<file path="config.mk">
export PLATFORM = sky130hd
export DESIGN_NAME = core_seq_ctrl
export DESIGN_NICKNAME = d
export VERILOG_FILES = /design/src/rtl/core_seq_ctrl_pkg.sv /design/src/rtl/core_seq_ctrl_bus_watchdog.sv /design/src/rtl/core_seq_ctrl.sv
export SDC_FILE = /design/constraint.sdc
export NUM_CORES = 1
export LEC_CHECK = 0
export CAP_MARGIN = 0
export CORE_ASPECT_RATIO = 2
export CORE_MARGIN = 8
export CORE_UTILIZATION = 49
export CTS_CLUSTER_DIAMETER = 100
export DETAILED_ROUTE_END_ITERATION = 8
export GPL_TIMING_DRIVEN = 0
export PLACE_DENSITY = 0.95
export SETUP_SLACK_MARGIN = 0.3
export SLEW_MARGIN = 20
export SYNTH_ARGS = -nofsm -noshare
export SYNTH_HDL_FRONTEND = slang
export SYNTH_HIERARCHICAL = 1
export SYNTH_SLANG_ARGS = --single-unit
</file>
<file path="constraint.sdc">
create_clock -name clk -period 4.1 [get_ports clk]
set_input_delay 0.41 -clock clk [delete_from_list [all_inputs] [get_ports clk]]
set_output_delay 0.41 -clock clk [all_outputs]
set_load 0.02 [all_outputs]
</file>
<file path="src/rtl/core_seq_ctrl_pkg.sv">
// rtl/core_seq_ctrl_pkg.sv - sequencer states, RV32I opcodes and halt codes
package core_seq_ctrl_pkg;

  typedef enum logic [2:0] {
    ST_FETCH_REQ  = 3'd0,
    ST_FETCH_WAIT = 3'd1,
    ST_EXEC       = 3'd2,
    ST_MEM_REQ    = 3'd3,
    ST_MEM_WAIT   = 3'd4,
    ST_WB         = 3'd5,
    ST_HALT       = 3'd6
  } state_t;

  typedef enum logic [1:0] {
    ERR_EBREAK  = 2'b00,
    ERR_ILLEGAL = 2'b01,
    ERR_TIMEOUT = 2'b10
  } err_t;

  localparam logic [6:0] OPC_LOAD   = 7'b0000011;
  localparam logic [6:0] OPC_STORE  = 7'b0100011;
  localparam logic [6:0] OPC_OP     = 7'b0110011;
  localparam logic [6:0] OPC_OP_IMM = 7'b0010011;
  localparam logic [6:0] OPC_LUI    = 7'b0110111;
  localparam logic [6:0] OPC_AUIPC  = 7'b0010111;
  localparam logic [6:0] OPC_JAL    = 7'b1101111;
  localparam logic [6:0] OPC_JALR   = 7'b1100111;
  localparam logic [6:0] OPC_BRANCH = 7'b1100011;

  localparam logic [31:0] INST_EBREAK = 32'h0010_0073;

  function automatic logic is_mem_op(input logic [6:0] opc);
    return (opc == OPC_LOAD) || (opc == OPC_STORE);
  endfunction

  // Legal non-memory instructions that retire straight through WB.
  function automatic logic is_wb_op(input logic [6:0] opc);
    return (opc == OPC_OP) || (opc == OPC_OP_IMM) || (opc == OPC_LUI) ||
           (opc == OPC_AUIPC) || (opc == OPC_JAL) || (opc == OPC_JALR) ||
           (opc == OPC_BRANCH);
  endfunction

  function automatic logic writes_rd(input logic [6:0] opc);
    return (opc != OPC_STORE) && (opc != OPC_BRANCH);
  endfunction

endpackage

</file>
<file path="src/rtl/core_seq_ctrl_bus_watchdog.sv">
// rtl/core_seq_ctrl_bus_watchdog.sv - per-state bus wait cycle limiter
module bus_watchdog #(
  parameter int unsigned TIMEOUT = 255
) (
  input  logic clk,
  input  logic rst_n,
  input  logic clear,
  input  logic run,
  output logic expired
);

  localparam logic [7:0] LAST = 8'(TIMEOUT - 1);

  logic [7:0] cnt;

  always_ff @(posedge clk or negedge rst_n) begin
    if (!rst_n) begin
      cnt <= '0;
    end else if (clear) begin
      cnt <= '0;
    end else if (run) begin
      cnt <= cnt + 8'd1;
    end
  end

  // Asserts during the TIMEOUT-th consecutive cycle spent in one wait state.
  assign expired = run && (cnt == LAST);

endmodule

</file>
<file path="src/rtl/core_seq_ctrl.sv">
// rtl/core_seq_ctrl.sv - multi-cycle fetch/exec/mem/writeback sequencer
module core_seq_ctrl
  import core_seq_ctrl_pkg::*;
#(
  parameter logic [31:0] RESET_PC = 32'h8000_0000,
  parameter int unsigned TIMEOUT  = 255,
  parameter int unsigned CNT_W    = 64
) (
  input  logic             clk,
  input  logic             rst_n,
  output logic             ifu_req_valid,
  input  logic             ifu_req_ready,
  output logic [31:0]      ifu_req_addr,
  input  logic             ifu_rsp_valid,
  input  logic [31:0]      ifu_rsp_data,
  output logic             lsu_req_valid,
  output logic             lsu_req_we,
  input  logic             lsu_req_ready,
  input  logic             lsu_rsp_valid,
  input  logic [31:0]      next_pc,
  output logic [31:0]      pc,
  output logic [31:0]      inst,
  output logic             rf_wen,
  output logic [CNT_W-1:0] retire_cnt,
  output logic             halted,
  output logic [1:0]       err_code
);

  state_t           state, state_nx;
  err_t             err_q, err_nx;
  logic [31:0]      pc_q, inst_q;
  logic [CNT_W-1:0] retire_q;
  logic [6:0]       opc;
  logic             wd_clear, wd_run, wd_expired;

  assign opc = inst_q[6:0];

  always_ff @(posedge clk or negedge rst_n) begin
    if (!rst_n) begin
      state    <= ST_FETCH_REQ;
      err_q    <= ERR_EBREAK;
      pc_q     <= RESET_PC;
      inst_q   <= '0;
      retire_q <= '0;
    end else begin
      state <= state_nx;
      err_q <= err_nx;
      if ((state == ST_FETCH_WAIT) && ifu_rsp_valid) begin
        inst_q <= ifu_rsp_data;
      end
      if (state == ST_WB) begin
        pc_q     <= next_pc;
        retire_q <= retire_q + CNT_W'(1);
      end
    end
  end

  // Each wait state checks its handshake first so a late exit beats the watchdog.
  always_comb begin
    state_nx = state;
    err_nx   = err_q;
    case (state)
      ST_FETCH_REQ: begin
        if (ifu_req_ready) begin
          state_nx = ST_FETCH_WAIT;
        end else if (wd_expired) begin
          state_nx = ST_HALT;
          err_nx   = ERR_TIMEOUT;
        end
      end
      ST_FETCH_WAIT: begin
        if (ifu_rsp_valid) begin
          state_nx = ST_EXEC;
        end else if (wd_expired) begin
          state_nx = ST_HALT;
          err_nx   = ERR_TIMEOUT;
        end
      end
      ST_EXEC: begin
        if (is_mem_op(opc)) begin
          state_nx = ST_MEM_REQ;
        end else if (inst_q == INST_EBREAK) begin
          state_nx = ST_HALT;
          err_nx   = ERR_EBREAK;
        end else if (is_wb_op(opc)) begin
          state_nx = ST_WB;
        end else begin
          state_nx = ST_HALT;
          err_nx   = ERR_ILLEGAL;
        end
      end
      ST_MEM_REQ: begin
        if (lsu_req_ready) begin
          state_nx = ST_MEM_WAIT;
        end else if (wd_expired) begin
          state_nx = ST_HALT;
          err_nx   = ERR_TIMEOUT;
        end
      end
      ST_MEM_WAIT: begin
        if (lsu_rsp_valid) begin
          state_nx = ST_WB;
        end else if (wd_expired) begin
          state_nx = ST_HALT;
          err_nx   = ERR_TIMEOUT;
        end
      end
      ST_WB:   state_nx = ST_FETCH_REQ;
      ST_HALT: state_nx = ST_HALT;
      default: state_nx = ST_FETCH_REQ;
    endcase
  end

  assign wd_run = (state == ST_FETCH_REQ) || (state == ST_FETCH_WAIT) ||
                  (state == ST_MEM_REQ) || (state == ST_MEM_WAIT);
  assign wd_clear = (state_nx != state);

  bus_watchdog #(.TIMEOUT(TIMEOUT)) u_watchdog (
    .clk     (clk),
    .rst_n   (rst_n),
    .clear   (wd_clear),
    .run     (wd_run),
    .expired (wd_expired)
  );

  // Reset forces FETCH_REQ, so strobes are gated by rst_n to stay quiet during reset.
  assign ifu_req_valid = rst_n && (state == ST_FETCH_REQ);
  assign ifu_req_addr  = pc_q;
  assign lsu_req_valid = rst_n && (state == ST_MEM_REQ);
  assign lsu_req_we    = lsu_req_valid && (opc == OPC_STORE);
  assign rf_wen        = rst_n && (state == ST_WB) && writes_rd(opc) && (inst_q[11:7] != 5'd0);
  assign pc            = pc_q;
  assign inst          = inst_q;
  assign retire_cnt    = retire_q;
  assign halted        = (state == ST_HALT);
  assign err_code      = err_q;

endmodule

</file>
==> qor.yml, run 1 <==
status: "finished clean"
wire_per_inst_um: 19.3
switchingPower_mw: 2.47
ir_worst_vdd_mv: 0.469
rsz0062_at_grt: "false"
first_global_vias: 6347
cts_tree: "built"
gr-total-overflow: 0
cts_resized: 0
wirelength_mm: 20.6
final.setup.worst_slack_ns: 0.614
yosysUniqueCellTypes: 57
synth-seq-cells: 141
hold_depth: 1
postCtsSetupBuffers: 0
synth_ff_type: "dfrtp_1"
maxCapViolations: 0
hpwl_mm: 15.2
crit_fanout: 78
syn_avg_cell_area_um2: 10.6
sw_frac_of_total: 0.376
htreeDepth: 4
area_delta_synth_final_pct: 46.5
vias: 5863
p_seq_frac: 0.324
final_area_um2: 9980
synth-edff-count: 0
start_kind: "input pin"
die_w_um: 99.4
hold_violations: 0
num-nets-final: 972
synth.net_count: 715
clockPowerShare: 0.225
yosysWarningCount: 6
tightest_slew_ns: 0.836
grt_pass1_wl_mm: 32.8
cp.arrival_ns: 3.08
numCtsBuffers: 17
start_util: 0.496
cts.sinks: 141
syn_area_um2: 6810
clk_latency_ns: 0.41
endpoint_kind: "output port"
period_needed_ns: 3.49
slew-limit-headroom: 0.441
rr_worst_depth: 13
clock_path_buffers: 2
drt_iter0_markers: 252
worstSetupStartpoint: "rst_n"
p_int_mw: 4.09
yosysSeqAreaShare: 0.518
reg2reg_from: "state[0]"
rrSetupSlack_ns: 1.14
drt_pre_antenna_iters: 5
hold_class: "reg -> reg"
holdPathEnd: "retire_cnt[63]"
postSynthCellCount: 642
combPwrFrac: 0.451
slew_violations: 0
fin_crit_sh: 0.850
grt_usage: 0.227
grt_antenna_before_repair: 0
worstReg2RegEnd: "u_watchdog/cnt[2]"
core_area_um2: 13700
port_buffers: 236
ant_nets: 0
antenna_cells: 0
cts_root_buffer: "clkbuf_16"
crit_required_ns: 3.69
place_area_um2: 9400
async_flop_share: 1.00
setup_viol: 0
grt_max_degree: 79
worstHoldStart: "retire_cnt[63]"
preCtsSetupSlack_ns: 1.21
post-route-drc-count: 0
clock_skew_ns: 0.0114
boundaryPins: 237
critPathKind: "in -> out"
finalWeightedCongestion: 0.870
dieArea_um2: 18200
fmax_ghz: 0.287
layout-drive-gt1-share: 0.157
cts.reportedPaths.clkPinSlew_ns: 0.06
leakagePower_nw: 4.49
die_y_um: 183
p_per_area_nw_per_um2: 657
fp-row-count: 61
vias_per_cell: 5.49
critical path, stage by stage:
cell and delay (ns):
dlygate4sd3_1 0.57, buf_8 0.41, buf_16 0.36, inv_1 0.13
nor4_1 0.37, clkdlybuf4s50_1 0.73
what timing repair did:
action,in CTS,in global routing
endpoints found under the setup margin,0,0
hold buffers,1,0
hold endpoints to repair,65,0
synthesized netlist by cell type, types with 3 or more instances:
master    number  share of area
nand4_1       15          0.014
nand3_1       25          0.018
nor4_2        11          0.020
inv_1         14         0.0077
nand2_1      136          0.075
buf_4         36          0.040
nor2_1        30          0.017
xor2_1        39          0.050
ha_1           3         0.0055
nor2b_1        4         0.0037
a21oi_1        9         0.0066
nor4_4         3         0.0094
mux2_2        32          0.053
dfrtp_1      140           0.51
or3_1          4         0.0037
and4_1         3         0.0039
nand4_4        5          0.016
nor3_2         4         0.0059
nor4_1         5         0.0046
clkbuf_1      10         0.0055
buf_2          6         0.0044
o21ai_0        6         0.0044
and3_1         6         0.0055
xnor2_1       28          0.036
o31ai_1        3         0.0033
nor3_1        21          0.015
nand2b_1       6         0.0055
mux2i_1        3         0.0044
registers in the layout, indices dropped and copies added (netlist names):
signal,flops
inst,32
retire_cnt,64
state,3
u_watchdog/cnt,8
ifu_req_addr,32
err_code,2
stage by stage:
step | hold WS, ns | total power, mW | util | TNS [ns] | std cells
floorplan | 0.114 | 3.64 | - | 0 | 642
detailed placement | 0.383 | 5.09 | 0.685 | 0 | 1036
global route | 0.496 | 6.89 | 0.727 | 0 | 1068
finish | 0.476 | 6.56 | 0.727 | 0 | 1068
global placement | 0.457 | 4.98 | 0.682 | -414.77 | 1035
CTS | 0.473 | 6.60 | 0.727 | 0 | 1068
power by group through the flow:
stage	clock, mW	combinational (mW)	sequential, mW
floorplan	0	1.17	2.47
global placement	0	2.88	2.11
detailed placement	0	2.96	2.14
CTS	1.50	2.98	2.13
global route	1.57	3.15	2.17
finish	1.47	2.96	2.12
how the worst max path moves through the flow:
stage,to,slack [ns],cells past startpoint
after floorplan,u_watchdog/cnt[0],1.70,13
after global placement,ifu_req_valid,-3.54,4
after detailed placement,rf_wen,1.21,5
after CTS,rf_wen,0.61,6
after global routing,rf_wen,0.40,6
final,rf_wen,0.61,6
logic make-up (layout without fill, tap and decap cells):
| kind of cell | after synthesis | in the layout | synth area share |
|---|---|---|---|
| and+or+nand+nor | 300 | 300 | 0.247 |
| DFF | 141 | 141 | 0.518 |
| xor gates and xnor gates | 67 | 67 | 0.0861 |
| buffers and inverters | 67 | 336 | 0.0590 |
| muxes | 35 | 35 | 0.0573 |
| AOI/OAI and AO/OA | 29 | 29 | 0.0270 |
| adders and majority gates | 3 | 3 | 0.00551 |
final cells by class:
class                           instances  area [µm²]
Fill cell                             872        3760
Clock buffer                           19         453
Inverter                               14        52.6
Clock inverter                         12         114
Buffer                                 53         349
Timing Repair Buffer                  238        2400
Multi-Input combinational cell        434        2880
Tap cell                              157         196
Sequential cell                       141        3530
cells in the final DEF, fill, tap and decap left out, drive strengths merged, types with 3 or more instances in the layout:
cell type,Yosys,final
o31ai,3,3
o21ai,6,6
dfrtp,140,140
clkinv,0,5
nor2b,4,4
nor3,25,25
clkdlybuf4s50,0,235
xnor2,28,28
nor4,19,19
or2,3,3
inv,14,16
and3,6,6
nand4,21,21
xor2,39,39
buf,43,45
nand3b,3,3
a21oi,9,9
nand3,26,26
nor2,32,32
clkbuf,10,29
clkinvlp,0,4
or3,4,4
mux2i,3,3
nand2b,6,6
nor4b,3,3
nand2,137,137
mux2,32,32
ha,3,3
and4,3,3
per-layer routing:
| layer | share of wire | GRT usage | up-vias |
|---|---|---|---|
| li1 | - | - | 2665 |
| met1 | 0.38 | 0.243 | 2881 |
| met2 | 0.50 | 0.387 | 295 |
| met3 | 0.11 | 0.104 | 22 |
| met4 | 0.016 | 0.0696 | 0 |
| met5 | 0 | 0 | - |
(Power assumes the default switching activity.)
==> run 2, diff against run 1 <==
--- a/config.mk
+++ b/config.mk
@@ -5,7 +5,6 @@
 export SDC_FILE = /design/constraint.sdc
 export NUM_CORES = 1
 export LEC_CHECK = 0
-export CAP_MARGIN = 0
 export CORE_ASPECT_RATIO = 2
 export CORE_MARGIN = 8
 export CORE_UTILIZATION = 49
==> results of run 2 <==
No change in the layout: final DEF, timing and power equal those of run 1.
